## src/rtl/instr_fetch_ctrl.sv

```systemverilog
// Fetch-side controller for the 16x16 instruction memory: strobes reads/increments,
// decodes each word and issues it over valid/ready. Optional stall counter: FETCH_STALL_CNT_EN.
module instr_fetch_ctrl #(
  parameter int          ADDR_W       = 4,
  parameter logic [15:0] HALT_WORD    = 16'hFFFF,
  parameter bit          STOP_ON_WRAP = 1'b1
) (
  input  logic              Clock,
  input  logic              Reset,
  input  logic              start,
  input  logic [15:0]       instructWord,
  output logic              readEn,
  output logic              PC_Inc,
  output logic              writeEn,
  output logic              instr_valid,
  input  logic              alu_ready,
  output logic [3:0]        opcode,
  output logic [3:0]        rd,
  output logic [3:0]        rs,
  output logic [3:0]        rt,
  output logic [ADDR_W-1:0] pc_shadow,
  output logic              busy,
`ifdef FETCH_STALL_CNT_EN
  output logic [15:0]       stall_cnt,
`endif
  output logic              halted
);

  typedef enum logic [2:0] {
    S_IDLE, S_FETCH, S_CAPTURE, S_ISSUE, S_HALT
  } state_e;

  localparam logic [ADDR_W-1:0] PC_LAST = '1;

  state_e            state_q, state_d;
  logic [15:0]       word_q, word_d;
  logic              valid_q, valid_d;
  logic [ADDR_W-1:0] pc_q, pc_d;
  logic              start_acc;

  assign start_acc = start && (state_q == S_IDLE || state_q == S_HALT);

  always_ff @(posedge Clock) begin
    if (Reset) begin
      state_q <= S_IDLE;
      word_q  <= '0;
      valid_q <= 1'b0;
      pc_q    <= '0;
    end else begin
      state_q <= state_d;
      word_q  <= word_d;
      valid_q <= valid_d;
      pc_q    <= pc_d;
    end
  end

  always_comb begin
    state_d = state_q;
    word_d  = word_q;
    valid_d = valid_q;
    pc_d    = pc_q;
    readEn  = 1'b0;
    PC_Inc  = 1'b0;
    unique case (state_q)
      S_IDLE, S_HALT: begin
        // Restart from HALT assumes memory was Reset externally; its PC cannot be rewound here.
        if (start_acc) begin
          state_d = S_FETCH;
          pc_d    = '0;
        end
      end
      S_FETCH: begin
        readEn  = 1'b1;
        state_d = S_CAPTURE;
      end
      S_CAPTURE: begin
        word_d = instructWord;
        if (instructWord == HALT_WORD) begin
          state_d = S_HALT;
        end else begin
          PC_Inc  = 1'b1;
          valid_d = 1'b1;
          state_d = S_ISSUE;
        end
      end
      S_ISSUE: begin
        if (alu_ready) begin
          valid_d = 1'b0;
          if (STOP_ON_WRAP && pc_q == PC_LAST) begin
            state_d = S_HALT;
          end else begin
            pc_d    = pc_q + ADDR_W'(1);
            state_d = S_FETCH;
          end
        end
      end
      default: state_d = S_IDLE;
    endcase
  end

  assign opcode      = word_q[15:12];
  assign rd          = word_q[11:8];
  assign rs          = word_q[7:4];
  assign rt          = word_q[3:0];
  assign instr_valid = valid_q;
  assign pc_shadow   = pc_q;
  assign writeEn     = 1'b0;
  assign busy        = (state_q != S_IDLE) && (state_q != S_HALT);
  assign halted      = (state_q == S_HALT);

`ifdef FETCH_STALL_CNT_EN
  logic [15:0] stall_q, stall_d;

  function automatic logic [15:0] sat_inc16(input logic [15:0] v);
    return (v == 16'hFFFF) ? v : v + 16'd1;
  endfunction

  always_comb begin
    stall_d = stall_q;
    if (start_acc)
      stall_d = '0;
    else if (state_q == S_ISSUE && !alu_ready)
      stall_d = sat_inc16(stall_q);
  end

  always_ff @(posedge Clock) begin
    if (Reset) stall_q <= '0;
    else       stall_q <= stall_d;
  end

  assign stall_cnt = stall_q;
`endif

endmodule

```

## config.mk

```make
export PLATFORM = sky130hd
export DESIGN_NAME = instr_fetch_ctrl
export DESIGN_NICKNAME = d
export VERILOG_FILES = /design/src/rtl/instr_fetch_ctrl.sv
export SDC_FILE = /design/constraint.sdc
export NUM_CORES = 1
export LEC_CHECK = 0
export BUFFER_PORTS_ARGS = -buffer_cell sky130_fd_sc_hd__buf_2
export CORE_MARGIN = 5
export CORE_UTILIZATION = 46
export DETAILED_ROUTE_END_ITERATION = 8
export PLACE_DENSITY = 0.88
export SLEW_MARGIN = 10
export SYNTH_ARGS = -nofsm -noshare
export SYNTH_HDL_FRONTEND = slang
export SYNTH_SLANG_ARGS = --single-unit
```

## constraint.sdc

```tcl
create_clock -name Clock -period 1.8 [get_ports Clock]
set_input_delay 0.27 -clock Clock [delete_from_list [all_inputs] [get_ports Clock]]
set_output_delay 0.27 -clock Clock [all_outputs]
set_load 0.02 [all_outputs]
```

==> summary.txt, run 1 <==
Pwr
  • Comb power frac: a little under 40%
  • Seq pwr share: 43.9%
  • Switching share of power: 40.5%
  • Leak: between 0.0006 and 0.0007 uW
  • Psw: 689 uW
  • Internal Power: 1010 uW
  • Worst vdd ir: between 0.7 and 0.8 mV
  • Clock Power Share: 16.4%
  • PD cells: roughly 1300 mW/mm^2

STA
  • Setup violations, final: 0
  • Unrepaired setup endpoints after global routing: false
  • Tmin final: approximately 1.7 ns
  • Crit share post-route: between 90% and 100%
  • Pins Over Slew Limit: 0
  • Final hold vios: 0
  • Final Skew: ~0.0011 ns
  • Fmax: ~600 MHz
  • Setup TNS: 0 ns

Route
  • Vias: 1051
  • Final ANT Viol Nets: 0
  • Drt wl/cell: between 10 and 15 um
  • Starting DRT DRC Count: 23
  • Routed WL: about 2.5 mm
  • Avg Vias per Cell: approximately 5.2
  • First drt pass iteration count: 4
  • Drt drc: 0

Logic synthesis
  • Most frequent cell after synthesis: nand2_1
  • Yosys cell types: 33
  • Syn Inst Count: between 100 and 150
  • Cell Area, Synth: between 0.001 and 0.0015 mm^2
  • Sequential share of the synthesized area: between 40% and 50%
  • Syn nets: 154
  • Commonest cells in the netlist: nand2_1, a21oi_1, dfxtp_1
  • Post-synth EDFFs: 0
  • Area contributors post-synth: dfxtp_1, nand2_1, a21oi_1
  • #FFs+latches synth: 24
  • Yosys warnings: 0
  • Synth Area per Inst: 8.17 um^2
  • Primary FF master, synth: dfxtp_1
  • Share of the synthesized area in the top cell type: 44.2%
  • Async set-or-reset flop fraction in the synthesized netlist: 0%
  • Cell taking the most area after synthesis: dfxtp_1

Finish
  • Antenna Cells: 0
  • Nets: slightly below 200
  • Area delta synth->final: 22.6%
  • Fin util: roughly three fifths
  • Layout cells sized above 1: between 30% and 40%

Place
  • Number of port buffers: 44
  • GPL Wtd Cong: between 0.8 and 0.9
  • Dpl hpwl: between 1.5 and 2 mm

GRT
  • Global-route usage over all layers: between 15 and 20%
  • First-pass GRT wire length: 4.33 mm
  • Vias in the first global route: about 1000
  • GRT overflow: 0
  • Pin count of the biggest net entering global routing: 25
  • Initial antenna violation count: 0

Floorplan
  • Row cnt: 17
  • Die X: about 59 um
  • I/O Pins: 46
  • Die height: 58.6 um
  • Initial core utilization: 48.6%
  • Full die area: between 0.003 and 0.004 mm^2
  • CORE AREA: roughly 0.0022 mm^2

Job
  • Max cap viols: 0

Setup path
  • FF-to-FF End: pc_shadow[1]
  • RR Startpoint: pc_shadow[0]
  • Worst EP arrival: approximately 1.4 ns
  • Endpoint class of the critical path: output pin
  • Register-to-Register Setup Slack: around 0.17 ns
  • Crit path max fanout: 9
  • Critical Path RT: 1.53 ns
  • Setup CP Type: reg -> out
  • Crit start category: flop
  • FF-to-FF path depth: 5

Clocking
  • Num CTS Buffers: 3
  • Worst-Skew Late Latency: just over 0.3 ns
  • CTS H-Tree Depth: 1
  • CTS clk-pin slew, worst paths: 0.12 ns
  • CTS sink cnt: 24
  • Clk root buf: clkbuf_4
  • Max Root-Sink Buffers: 2
  • CTS tree: done

Hold path
  • Hold worst-path end: word_q[4]
  • Worst Hold Launch: instructWord[4]
  • HP Class: in -> reg
  • Hold path depth: 3

Outcome
  • Status: finished clean
## per-stage QoR
step / setup WS (ns) / total power [uW] / hold WS (ns) / cell area (um^2) / cells
2_1_floorplan: 0.242 / 1270 / 0.339 / 1090 / 133
3_3_place_gp: 0.249 / 1400 / 0.440 / 1290 / 197
3_5_place_dp: 0.200 / 1420 / 0.443 / 1290 / 197
4_1_cts: 0.126 / 1710 / 0.181 / 1330 / 202
5_1_grt: 0.0229 / 1830 / 0.174 / 1330 / 202
6_report: 0.135 / 1700 / 0.192 / 1330 / 202
## critical path: stages (launching register included)
cell and delay, ns:
dfxtp_1 0.46, nor3b_4 0.25, nand2b_1 0.14, inv_1 0.07, buf_2 0.15
## state kept, by name, indices dropped and copies added (netlist names)
name and flops:
word_q 16, state_q 3, instr_valid 1, pc_shadow 4
## repair_timing
item | 4_1_cts | 5_1_grt
resized for setup | 1 | 0
buffers inserted | 1 | 0
endpoints found under the setup margin | 1 | 0
endpoints found under the hold margin | 0 | 0
hold buffers | 0 | 0
## cell type report
type                       count  area, um^2
inverter                       2        7.51
clock buffer                   4        36.3
sequential                    24         482
multi-input combinational     98         536
timing repair buffer          46         235
fill                         222         902
tap                           28        35.0
## worst max path at each step
stage,startpoint,to
6_report,state_q[0],PC_Inc
5_1_grt,state_q[1],PC_Inc
4_1_cts,state_q[0],PC_Inc
3_5_place_dp,state_q[1],PC_Inc
3_3_place_gp,state_q[1],PC_Inc
2_1_floorplan,pc_shadow[0],pc_shadow[1]
## logic make-up (layout without fill, tap and decap cells)
kind of cell	count (synthesis)	in the layout	synth area share (%)
AND/OR/NAND/NOR	63	63	31.1
flip-flops	24	24	44.2
buffers and inverters	11	52	6.45
other	1	1	0.345
AO/OA/AOI/OAI	33	33	16.7
adder cells (fa/ha/maj)	1	1	1.15
## power groups by stage
stage                     combinational [uW]  clock [uW]  sequential (uW)
after CTS                                678         291              746
after detailed placement                 664           0              755
after global routing                     749         315              767
final                                    675         279              745
after global placement                   651           0              749
after floorplan                          509           0              758
## placed cells by master (no fill, tap or decap), drive strengths merged, types with 2 or more instances in the layout
cell type  count
a211oi         2
a21oi         25
buf           46
clkbuf         4
dfxtp         24
inv            2
nand2         35
nand3          2
nand3b         2
nand4          4
nor2           5
nor2b          2
nor3           2
nor3b          2
o21ai          3
or3b           3
## per-layer routing
layer,up-vias,wire length [um],track usage [%]
li1,539,-,-
met1,473,1050,19.0
met2,35,1220,26.5
met3,4,203,5.48
met4,0,20,4.85
met5,-,0,0
Power figures use the tool's default switching activity.
==> run 2: changes to the inputs <==
Settings changed: CORE_UTILIZATION 46 to 47, PLACE_DENSITY 0.88 to 0.9, REMOVE_ABC_BUFFERS from default to 1.
Clock period 1.8 ns to 2.1 ns, I/O delays scaled along.
==> run 2 against run 1 <==
Hold slack better by 0.050 ns. Cell count down 0.99%. Clock power down 31%. Critical path depth unchanged. Routed wire length up 5.7%. Setup slack better by 0.078 ns. Non-clock buffer count down 1. Largest cell class unchanged. Largest power group unchanged. Highest routed layer unchanged.
==> summary.txt, run 2 (same netlist as run 1, synthesis figures left out) <==
Outcome
  • Status: finished clean

STA
  • Unrepaired setup endpoints after global routing: false
  • Pins Over Slew Limit: 0 (unchanged)
  • Final Skew: 0.00155 ns (+0.000479 ns)
  • WHS: 0.242 ns (+0.0497 ns)
  • Final hold vios: 0 (unchanged)
  • Tmin final: about 1.9 ns
  • Crit share post-route: roughly nine tenths
  • Setup TNS: 0 ns (unchanged)
  • Fmax: roughly 530 MHz
  • Setup violations, final: 0 (unchanged)

Setup path
  • Crit path max fanout: 10 (+1)
  • Setup CP Type: reg -> out
  • Worst EP arrival: 1.57 ns (+0.17 ns)
  • Crit start category: flop
  • FF-to-FF path depth: 4 (-1)
  • Crit-path cells: nor3b_4 -> nand2b_1 -> inv_1 -> buf_2
  • Endpoint class of the critical path: output pin
  • Critical Path RT: 1.78 ns (+0.25 ns)
  • Slowest cell on crit path: dfxtp_1
  • CP peak stage delay: 0.60 ns (+0.14 ns)

Finish
  • Area delta synth->final: 20.5%
  • Final instance area: 0.00131 mm^2 (-1.7%)
  • Nets: 195 (-0.51%)
  • Flip-flop and latch area: 480 um^2 (-0.26%)
  • Reg with most FFs: word_q
  • Commonest non-fill, non-tap cell in the layout: buf_2
  • Layout cells sized above 1: 30.8% (-1.4 points)
  • Non-Filler Instances: 200 (-0.99%)
  • Fin util: 59.2% (-0.44 points)
  • Area of the multi-input gates: 536 um^2 (unchanged)
  • Largest register FFs: 16 (unchanged)
  • Antenna Cells: 0 (unchanged)
  • Commonest non-fill, non-tap cells in the layout: buf_2, nand2_1, a21oi_1, dfxtp_1
  • FILL cells: 207 (-6.8%)

GRT
  • First-pass GRT wire length: 4.36 mm (+0.62%)
  • Vias in the first global route: 1089 (+7.6%)
  • GRT overflow: 0 (unchanged)
  • Pin count of the biggest net entering global routing: 25 (unchanged)
  • Global-route usage over all layers: 16.5% (+0.64 points)
  • Initial antenna violation count: 0 (unchanged)

Clocking
  • Resized Gates After CTS: 0 (-1)
  • Worst-Skew Late Latency: 0.30 ns (about the same)
  • Clk root buf: clkbuf_4
  • Post-CTS setup buffers: 0 (-1)
  • CTS clk-pin slew, worst paths: 0.12 ns (about the same)
  • Hold-fix buffers, CTS: 0 (unchanged)
  • CTS H-Tree Depth: 1 (unchanged)
  • Num CTS Buffers: 3 (unchanged)
  • CTS tree: done
  • Max Root-Sink Buffers: 2 (unchanged)
  • CTS sink cnt: 24 (unchanged)

Floorplan
  • Initial core utilization: 49.1% (+0.47 points)
  • Die height: 58.1 um (-0.89%)
  • Full die area: 0.00337 mm^2 (-1.8%)
  • I/O Pins: 46 (unchanged)
  • Row cnt: 17 (unchanged)
  • Die X: 58.1 um (-0.89%)
  • CORE AREA: 0.00221 mm^2 (-0.95%)

Place
  • Placed Instances: 197 (unchanged)
  • Number of port buffers: 44 (unchanged)
  • GPL Wtd Cong: 0.811 (-6.6%)
  • DP Area: 0.00129 mm^2 (unchanged)
  • Dpl hpwl: 2.03 mm (+6.8%)

Hold path
  • Hold path depth: 3 (unchanged)
  • HP Class: in -> reg

Route
  • Final ANT Viol Nets: 0 (unchanged)
  • Drt drc: 0 (unchanged)
  • Starting DRT DRC Count: 49 (+110%)
  • Drt wl/cell: 13.2 um (+6.7%)
  • First drt pass iteration count: 4 (unchanged)
  • Avg Vias per Cell: 5.50 (+5.7%)
  • Vias: 1100 (+4.7%)
  • Routed WL: 2.64 mm (+5.7%)

Job
  • Max cap viols: 0 (unchanged)

Pwr
  • Leak: 0.000604 uW (-2.1%)
  • Worst vdd ir: 0.588 mV (-26%)
  • PD cells: 1080 mW/mm^2 (-16%)
run 2: cell type report:
cell class | count | area share [%]
inverter | 2 | 0.574
tap | 28 | 2.68
sequential | 24 | 36.7
clock buffer | 3 | 1.72
multi-input combinational | 98 | 40.9
timing repair buffer | 45 | 17.4
run 2: metrics by stage:
stage | total power [uW] | worst slack [ns]
after floorplan | 1020 | 0.400
after global placement | 1200 | 0.506
after detailed placement | 1230 | 0.417
after CTS | 1430 | 0.182
after global routing | 1510 | 0.0840
final | 1410 | 0.213
run 2: worst paths after layout:
check | from | to | slack [ns]
setup reg to reg | state_q[1] | state_q[2] | 0.48
hold reg to reg | word_q[1] | word_q[1] | 0.46
setup / recovery | state_q[1] | PC_Inc | 0.21
hold / removal | instructWord[12] | word_q[12] | 0.24
run 2: where the power goes:
| part | switching (uW) | internal (uW) |
|---|---|---|
| registers | 104 | 536 |
| clock network | 126 | 67.0 |
| logic | 364 | 214 |
run 2: critical path: cells and delay by family (launching register included):
kind,cells,cell delay [ns]
buffers and inverters,2,0.24
AND/OR/NAND/NOR,2,0.44
flip-flops,1,0.60
run 2: metal layers:
metal	part of all wire, %	GRT usage [%]	vias up
met5	0	0	-
met4	0.64	7.95	0
met3	8.2	3.34	2
met2	48	28.4	45
met1	43	19.3	520
li1	-	-	533
